`config.mk`:
```
export PLATFORM = sky130hd
export DESIGN_NAME = bsr_chain
export DESIGN_NICKNAME = d
export VERILOG_FILES = /design/src/rtl/bsr_chain.sv
export SDC_FILE = /design/constraint.sdc
export NUM_CORES = 1
export LEC_CHECK = 0
export CAP_MARGIN = 10
export CORE_MARGIN = 2
export CORE_UTILIZATION = 35
export DETAILED_ROUTE_END_ITERATION = 10
export MAX_ROUTING_LAYER = met4
export PLACE_DENSITY_LB_ADDON = 0.25
export SLEW_MARGIN = 10
export SYNTH_ARGS = -nofsm -noshare
export SYNTH_HDL_FRONTEND = slang
export SYNTH_SLANG_ARGS = --single-unit
```
`constraint.sdc`:
```
create_clock -name tck_i -period 1.65 [get_ports tck_i]
set_clock_uncertainty 0.1 [all_clocks]
set_input_delay 0.495 -clock tck_i [delete_from_list [all_inputs] [get_ports tck_i]]
set_output_delay 0.495 -clock tck_i [all_outputs]
set_load 0.05 [all_outputs]
```
`src/rtl/bsr_chain.sv`:
```
// Boundary-scan register chain: input cells, output data cells,
// output-enable cells and two fixed cells (F1 = 1, F0 = 0).
// Parallel view BSR_OUT packs the cells as {input, data, enable, F1, F0},
// with the MSB nearest TDI and bit 0 (F0) driving TDO.
module bsr_chain #(
    parameter int N_IN  = 2,
    parameter int N_OUT = 2
) (
    input  logic                          tck_i,
    input  logic                          trst_ni,
    input  logic                          tdi_i,
    output logic                          tdo_o,
    input  logic                          capture_i,
    input  logic                          shift_i,
    input  logic                          update_i,
    input  logic                          enable_i,
    input  logic [1:0]                    mode_i,
    input  logic [N_IN-1:0]               pin_in_i,
    output logic [N_IN-1:0]               core_out_o,
    input  logic [N_OUT-1:0]              core_in_i,
    input  logic [N_OUT-1:0]              core_oe_i,
    output logic [N_OUT-1:0]              pin_out_o,
    output logic [N_OUT-1:0]              pin_oe_o,
    output logic [N_IN+2*N_OUT+2-1:0]     bsr_out_o
);

    localparam int L  = N_IN + 2 * N_OUT + 2;
    // Update latches exist for every cell except F1/F0.
    localparam int NU = L - 2;

    localparam logic [1:0] MODE_SAMPLE = 2'b00;
    localparam logic [1:0] MODE_EXTEST = 2'b01;
    localparam logic [1:0] MODE_INTEST = 2'b10;
    localparam logic [1:0] MODE_CLAMP  = 2'b11;

    logic [L-1:0]  bsr_q, bsr_d;
    logic [NU-1:0] upd_q, upd_d;

    logic [N_IN-1:0]  upd_in_s;
    logic [N_OUT-1:0] upd_data_s;
    logic [N_OUT-1:0] upd_oe_s;

    assign upd_in_s   = upd_q[NU-1 -: N_IN];
    assign upd_data_s = upd_q[NU-N_IN-1 -: N_OUT];
    assign upd_oe_s   = upd_q[N_OUT-1:0];

    // Shift-stage next state: capture wins over shift; CLAMP captures F1/F0 only.
    always_comb begin
        bsr_d = bsr_q;
        if (enable_i && capture_i) begin
            if (mode_i == MODE_CLAMP) begin
                bsr_d[1] = 1'b1;
                bsr_d[0] = 1'b0;
            end else begin
                bsr_d = {pin_in_i, core_in_i, core_oe_i, 1'b1, 1'b0};
            end
        end else if (enable_i && shift_i) begin
            bsr_d = {tdi_i, bsr_q[L-1:1]};
        end else begin
            bsr_d = bsr_q;
        end
    end

    // Update-latch next state: copies the pre-edge shift stages, independent of capture/shift.
    always_comb begin
        upd_d = upd_q;
        if (enable_i && update_i) begin
            upd_d = bsr_q[L-1:2];
        end else begin
            upd_d = upd_q;
        end
    end

    // Shift stages and update latches, cleared asynchronously by TRST_N.
    always_ff @(posedge tck_i or negedge trst_ni) begin
        if (!trst_ni) begin
            bsr_q <= {L{1'b0}};
            upd_q <= {NU{1'b0}};
        end else begin
            bsr_q <= bsr_d;
            upd_q <= upd_d;
        end
    end

    // Pin/core muxes: purely combinational on MODE so a mode change acts immediately.
    always_comb begin
        core_out_o = pin_in_i;
        pin_out_o  = core_in_i;
        pin_oe_o   = core_oe_i;
        case (mode_i)
            MODE_SAMPLE: begin
                core_out_o = pin_in_i;
                pin_out_o  = core_in_i;
                pin_oe_o   = core_oe_i;
            end
            MODE_EXTEST: begin
                core_out_o = pin_in_i;
                pin_out_o  = upd_data_s;
                pin_oe_o   = upd_oe_s;
            end
            MODE_INTEST: begin
                core_out_o = upd_in_s;
                pin_out_o  = upd_data_s;
                pin_oe_o   = upd_oe_s;
            end
            MODE_CLAMP: begin
                core_out_o = pin_in_i;
                pin_out_o  = upd_data_s;
                pin_oe_o   = upd_oe_s;
            end
            default: begin
                core_out_o = pin_in_i;
                pin_out_o  = upd_data_s;
                pin_oe_o   = upd_oe_s;
            end
        endcase
    end

    assign tdo_o     = bsr_q[0];
    assign bsr_out_o = bsr_q;

endmodule

```
* Word-level counts from Yosys, hierarchy flattened
Cells that the tools add are included.
Widths: inputs -> output; s select.
** Storage, ports and cells
- Register bits :: 14
** Cells by class
- Multiplexer cells :: 6
- Equal/unequal tests :: 4
- Reductions and logical operators :: 8
** Operator list (count)
- $mux 8 :: 2
- $pmux 2 s2 :: 3
- $mux 6 :: 1
- $reduce_or 3->1 :: 2
- $eq 2x2->1 const B :: 2
- $logic_and 1x1->1 :: 3
- $eq 2x1->1 const B :: 1
- $logic_not 2->1 :: 1
- $ne 2x2->1 const B :: 1
- $reduce_and 2->1 :: 1
- $reduce_bool 2->1 :: 1

* Depth between registers and ports, before layout
Gate-level depths: netlist (run 1).
- Depth in word-level cells :: 3
- Gate-level depth with buffers :: 3
- Depth with buffers taken out :: 3

* Least setup slack after synthesis (run 1)
No wires, ideal clock.
- Path kind :: input -> output
- Start point :: input port mode_i[1]
- End point :: output port pin_oe_o[0]
- Required time :: 1055 ps
- Stages on the path :: 2
- Setup slack :: -150 ps
- Data arrival time :: 1205 ps
- Cell sequence :: nor2_1 -> mux2_2
** On the way
- Cells in the longest elaborated chain, start to end :: 3
** Ends and longest elaborated chain
- start: declaration :: RTL line 17 : input logic [1:0] mode_i,
- $eq 2x2->1 or $eq 2x1->1 (tied branches) :: RTL line 90 : case (mode_i)
- $reduce_or 3->1 (no source line)
- $pmux 2 s2 * :: RTL line 90
- end: declaration :: RTL line 23 : output logic [N_OUT-1:0] pin_oe_o,
Every way passes the cells marked *; elsewhere a longest branch is shown, timed or not.

* Worst setup path after layout (run 1)
- Start point :: input port mode_i[0]
- End point :: output port core_out_o[0]
** On the way
- Cells in the longest elaborated chain, start to end :: 3
** Ends and longest elaborated chain
- $eq 2x2->1, or another cell as far along :: RTL line 90
- $reduce_or 3->1 (no source line)
- $pmux 2 s2 * :: RTL line 90
- end: declaration :: RTL line 19 : output logic [N_IN-1:0] core_out_o,
Marked as above.

==> summary.txt, run 1 <==
Post-Syn Area - 732 µm²
pwr dens - 1470 nW/µm²
Cell Int Power - 1.16 mW
register area share after synthesis - 47.9%
Port-buffer cells - 29
via count - 563
largest fanout on the critical path - 2
GPL Wtd Cong - 0.801
largest family of logic cells by synthesized area - multiplexers
DR pass1 iterations - 3
Tmin final - 1900 ps
clock-pin transition on the worst setup and hold timing paths - 80 ps
crit path kind - in -> out
share of cells above drive strength 1 - 57.1%
die height - 49.7 µm
CTS tree - yes
Overall Global Routing Usage - 16.1%
area share of and/or/nand/nor cells after synthesis - 4.62%
GRT Residual Overflow - 0
top post-synthesis cells by area - dfrtp_1 (48%), mux2_2 (26%), mux2_1 (9.2%)
CTS Sinks - 14
drt via density - 4.77
Ports - 30
Final Hold Fails - 0
HP Class - reg -> reg
CTS Buf Count - 3
post-DP HPWL - 1200 µm
crit start category - input port
Crit. Startpoint - mode_i[0]
Synth Area in Compound Gates - 8.55%
first-pass GRT wire length - 2840 µm
drc violations - 0
H-tree Lvls - 1
Syn Nets - 67
crit path DAT - 1310 ps
Yosys top cell area share - 47.9%
Synth cell types - 17
Critical Path RT - 1050 ps
setup TNS - -1450 ps
die area - 2470 µm²
worst slack, placed - -773 ps
Sw Share - 40.6%
reg2reg end - bsr_out_o[4]
Starting Density - 37.3%
Detailed Route WL - 1730 µm
vias in the first global route - 577
status - finished, violations left
syn avg cell area - 14.1 µm²
R2R depth - 2
largest net degree at the start of global routing - 15
final setup vio count - 6
drt wl/cell - 14.6 µm
Final nets - 108
Comb power frac - 59.9%
Net Switching - 791 µW
post-route clock period utilization - 115%
Synth Area in Adders - 0%
MaxCap Viol Count - 0
Worst Setup EP - core_out_o[0]
xor-xnor portion of the synthesized cell area - 0%
worst hold slack - 415 ps
kind of end point of the critical path - primary output
clk_lat worst skew - 270 ps
unrepaired setup endpoints after global routing - yes
setup slack after layout - -250 ps
fin util - 67.7%
Max Root-Sink Buffers - 2
Routed Antenna Nets - 0
Die X - 49.7 µm
Starting DRT DRC Count - 6
Area growth syn-to-layout - 81.4%
r2r startpoint - bsr_out_o[5]
r2r setup slk - 420 ps
Synth Instances - 52
fillers - 158
mux share of post-synthesis cell area - 37.4%
part of the power in registers - 30.3%
failing checks - setup timing
Slew Limit Headroom - 85.4%
ant diodes - 0
worst vdd ir - 0.878 mV
Least-Margin Pin Slew - 218 ps
f_max - 526 MHz
row count - 16
Root Driver - clkbuf_4
Yosys top cell by area - dfrtp_1
clock share of power - 9.9%
core area - 1960 µm²
Slew Limit Fails - 0
flop and latch count out of synthesis - 14
yosys synthesis warning count - 0
initial antenna violation count - 0
leakage power - 0.608 nW
-- synthesized netlist by cell type --
library cell and n:
mux2_1 6, o22ai_1 1, nand2_1 2, nand3_1 1, mux2_2 17, nor2b_1 1, o22a_2 1, buf_4 1
o21a_1 1, dfrtp_1 14, nand2_4 1, a31oi_4 1, mux2_4 1, nor2_1 1, o21ai_2 1, o22a_1 1
inv_1 1
-- registers in the layout, indices dropped and copies added (netlist names) --
| name | cells |
|---|---|
| bsr_out_o | 8 |
| upd_q | 6 |
-- worst min-delay path by stage --
stage / endpoint / cells after the start / from
after CTS: upd_q[2] / 1 / upd_q[2]
after global placement: upd_q[2] / 1 / upd_q[2]
after global routing: upd_q[5] / 1 / upd_q[5]
final: upd_q[0] / 1 / upd_q[0]
after detailed placement: upd_q[2] / 1 / upd_q[2]
after floorplan: bsr_out_o[0] / 0 / trst_ni
-- worst max-delay path, cell delays in order --
cell     delay [ps]
buf_8           100
buf_6           110
nor2b_4         130
mux2_4          320
buf_8           150
-- power by group through the flow --
stage                     Sequential [mW]  Clock, mW  Combinational [mW]
after floorplan                     0.750          0               0.441
after global placement              0.591          0                1.06
after detailed placement            0.596          0                1.07
after CTS                           0.590      0.198                1.17
after global routing                0.611      0.211                1.21
final                               0.591      0.192                1.17
-- area by class of cell --
type / instances / area [µm²] / share of cell area, %
inverters: 1 / 3.75 / 0.283
repair buffers: 37 / 498 / 37.5
well taps: 27 / 33.8 / 2.54
multi-input cells: 36 / 419 / 31.6
flip-flops and latches: 14 / 350 / 26.4
clock buffers: 3 / 22.5 / 1.70
-- per-layer routing --
layer / share of wire [%] / GRT usage [%]
met5: 0 / -
met4: 1.3 / 6.94
met3: 5.4 / 4.55
met2: 47 / 22.4
met1: 46 / 21.8
-- repair_timing --
action / CTS / global route
pin swaps: 1 / 0
resized for setup: 37 / 1
setup buffers: 2 / 0
hold buffers: 0 / 0
setup endpoints to repair: 18 / 10
-- cells by family (layout without fill, tap and decap cells) --
logic type	after synthesis	in the layout
compound gates	6	6
buf+inv	2	41
flops	14	14
mux	24	24
simple gates	6	6
-- cells in the final DEF, fill, tap and decap left out --
cell / instances
dfrtp_1: 14
buf_12: 11
mux2_4: 10
mux2_2: 8
dlygate4sd2_1: 8
buf_8: 7
mux2_1: 6
buf_4: 5
clkbuf_4: 3
clkdlybuf4s50_1: 3
nand2_1: 2
buf_6: 2
nor2b_4: 1
nor2_4: 1
nand2_4: 1
o21ai_2: 1
a31oi_4: 1
inv_1: 1
nand3_1: 1
o21a_1: 1
o22ai_1: 1
o22a_1: 1
o22a_2: 1
dlymetal6s2s_1: 1
-- stage by stage --
stage / power, mW / std cells / cell area, µm²
after floorplan: 1.19 / 52 / 769
after global placement: 1.65 / 113 / 1220
after detailed placement: 1.66 / 113 / 1220
after CTS: 1.96 / 118 / 1330
after global routing: 2.03 / 118 / 1330
final: 1.95 / 118 / 1330
Note: power is estimated with default switching activity, not from simulation.
==> run 2, diff against run 1 <==
==> constraint.sdc (replaced) <==
create_clock -name tck_i -period 1.9 [get_ports tck_i]
set_clock_uncertainty 0.1 [all_clocks]
set_input_delay 0.57 -clock tck_i [delete_from_list [all_inputs] [get_ports tck_i]]
set_output_delay 0.57 -clock tck_i [all_outputs]
set_load 0.05 [all_outputs]
==> summary.txt, run 2 (same netlist as run 1, synthesis figures left out) <==
status - finished, violations left (unchanged)
failing checks - setup timing (unchanged)
worst hold slack - 411 ps (was 415 ps)
Tmin final - 2040 ps
Top Usage Layer GRT - met2 (unchanged)
M2 GR Usage - 26.2% (was 22.4%)
Final Hold Fails - 0 (unchanged)
Cell Int Power - 991 µW (was 1.16 mW)
ant diodes - 0 (unchanged)
final setup vio count - 6 (unchanged)
grt met1 use - 19.4% (was 21.8%)
crit path DAT - 1370 ps (was 1310 ps)
Non-Filler Instances - 118 (unchanged)
Least-Margin Pin Slew - 286 ps (was 218 ps)
CTS tree - yes (unchanged)
most frequent cells in the layout - dfrtp_1 (14), mux2_2 (11), buf_12 (9), buf_8 (8) (was dfrtp_1 (14), buf_12 (11), mux2_4 (10), mux2_2 (8), dlygate4sd2_1 (8))
first-pass GRT wire length - 2950 µm (was 2840 µm)
kind of end point of the critical path - primary output (unchanged)
Slew Limit Fails - 0 (unchanged)
clk_lat worst skew - 280 ps (was 270 ps)
post-CTS setup buffers - 0 (was 2)
slowest cell on the critical path - mux2_4 (unchanged)
initial antenna violation count - 0 (unchanged)
pwr dens - 1290 nW/µm² (was 1470 nW/µm²)
Root Driver - clkbuf_4 (unchanged)
Starting Density - 37.3% (unchanged)
core area - 1960 µm² (unchanged)
crit path kind - in -> out (unchanged)
fin util - 66.0% (was 67.7%)
largest fanout on the critical path - 4 (was 2)
die area - 2470 µm² (unchanged)
CTS Sinks - 14 (unchanged)
cell mode on critical path - buf_8 (unchanged)
Hold Crit Start - upd_q[1] (was upd_q[0])
die height - 49.7 µm (unchanged)
CTS Buf Count - 3 (unchanged)
Detailed Route WL - 1790 µm (was 1730 µm)
H-tree Lvls - 1 (unchanged)
largest net degree at the start of global routing - 15 (unchanged)
Slew Limit Headroom - 80.9% (was 85.4%)
HP Class - reg -> reg (unchanged)
crit start category - input port (unchanged)
via count - 588 (was 563)
drt wl/cell - 15.2 µm (was 14.6 µm)
CP bufs+invs - 3 (unchanged)
GPL Wtd Cong - 0.677 (was 0.801)
Overall Global Routing Usage - 16.6% (was 16.1%)
Net Switching - 685 µW (was 791 µW)
row count - 16 (unchanged)
largest stage delay on the critical path - 310 ps (was 320 ps)
Inst Count DP - 115 (was 113)
multi-input logic area - 408 µm² (was 419 µm²)
Critical Path RT - 1230 ps (was 1050 ps)
Worst Hold Depth - 1 (unchanged)
vias in the first global route - 620 (was 577)
Sw Share - 40.9% (was 40.6%)
drc violations - 0 (unchanged)
Routed Antenna Nets - 0 (unchanged)
Max Root-Sink Buffers - 2 (unchanged)
setup slack after layout - -138 ps (was -250 ps)
crit-path cells - buf_8 > nor2_4 > buf_6 > mux2_4 > buf_8 (was buf_8 > buf_6 > nor2b_4 > mux2_4 > buf_8)
f_max - 491 MHz
reg2reg end - bsr_out_o[5] (was bsr_out_o[4])
R2R depth - 2 (unchanged)
MaxCap Viol Count - 0 (unchanged)
unrepaired setup endpoints after global routing - yes (unchanged)
r2r setup slk - 680 ps (was 420 ps)
Largest register FFs - 8 (unchanged)
leakage power - 0.576 nW (was 0.608 nW)
drt via density - 4.98 (was 4.77)
critical path's top delay family - buffers and inverters (unchanged)
fillers - 163 (was 158)
DR pass1 iterations - 4 (was 3)
grt met3 use - 3.33% (was 4.55%)
area of all sequential standard cells - 350 µm² (unchanged)
part of the power in registers - 30.7% (was 30.3%)
setup TNS - -653 ps (was -1450 ps)
Comb power frac - 59.2% (was 59.9%)
total power - 1.68 mW (was 1.95 mW)
most common cell after layout, fill and taps aside - dfrtp_1 (unchanged)
worst vdd ir - 0.833 mV (was 0.878 mV)
Die X - 49.7 µm (unchanged)
Starting DRT DRC Count - 3 (was 6)
Worst Hold End - upd_q[1] (was upd_q[0])
Final nets - 108 (unchanged)
Port-buffer cells - 29 (unchanged)
Ports - 30 (unchanged)
post-DP HPWL - 1280 µm (was 1200 µm)
share of cells above drive strength 1 - 57.1% (unchanged)
Area growth syn-to-layout - 76.9% (was 81.4%)
r2r startpoint - bsr_out_o[6] (was bsr_out_o[5])
post-route clock period utilization - 107%
GRT Residual Overflow - 0 (unchanged)
clock-pin transition on the worst setup and hold timing paths - 80 ps (about the same)
clock share of power - 10.1% (was 9.9%)
==> run 2: layer usage <==
layer  vias up  share of wire (%)
li1        272                  -
met1       290                 43
met2        22                 49
met3         4                5.1
met4         0                2.7
met5         -                  0
==> run 2: power groups by stage <==
| stage | clock network, mW | logic [mW] | registers (mW) |
|---|---|---|---|
| after floorplan | 0 | 0.355 | 0.650 |
| after global placement | 0 | 0.889 | 0.513 |
| after detailed placement | 0 | 0.897 | 0.519 |
| after CTS | 0.172 | 0.999 | 0.516 |
| after global routing | 0.188 | 1.04 | 0.528 |
| final | 0.169 | 0.993 | 0.515 |
==> run 2: metrics by stage <==
| step | instance area [µm²] | worst slack (ps) |
|---|---|---|
| 3_3_place_gp | 1180 | -609 |
| 4_1_cts | 1290 | -139 |
| 6_report | 1290 | -138 |
| 5_1_grt | 1290 | -162 |
| 2_1_floorplan | 732 | -50.5 |
| 3_5_place_dp | 1180 | -632 |
==> run 2: cell type report <==
class	count	area share [%]
Clock buffer	3	1.74
Inverter	1	0.290
Multi-Input combinational cell	36	31.5
Sequential cell	14	27.1
Tap cell	27	2.61
Timing Repair Buffer	37	36.8
==> run 2: how the worst max path moves through the flow <==
stage,depth (start not counted),to,from
floorplan,2,pin_oe_o[0],mode_i[1]
global placement,4,core_out_o[0],mode_i[1]
detailed placement,4,core_out_o[1],mode_i[1]
CTS,5,pin_out_o[0],mode_i[0]
global route,5,pin_out_o[0],mode_i[1]
finish,5,pin_out_o[0],mode_i[1]
==> run 2: what timing repair did <==
| action | CTS | global route |
|---|---|---|
| hold buffers | 0 | 0 |
| setup endpoints to repair | 6 | 6 |
| hold endpoints to repair | 0 | 0 |
| resized for setup | 43 | 0 |
| pin swaps | 1 | 1 |
==> run 2: worst register-to-register path: stages, from the launching register on <==
cell	delay, ps
dfrtp_1	440
mux2_1	310
mux2_2	260
==> run 3, diff against run 2 <==
--- a/config.mk
+++ b/config.mk
@@ -5,6 +5,7 @@
 export SDC_FILE = /design/constraint.sdc
 export NUM_CORES = 1
 export LEC_CHECK = 0
+export ABC_CLOCK_PERIOD_IN_PS = 1900
 export CAP_MARGIN = 10
 export CORE_MARGIN = 2
 export CORE_UTILIZATION = 35
==> results of run 3 <==
Same layout as run 2: the final DEF is identical, and so are final timing and power.
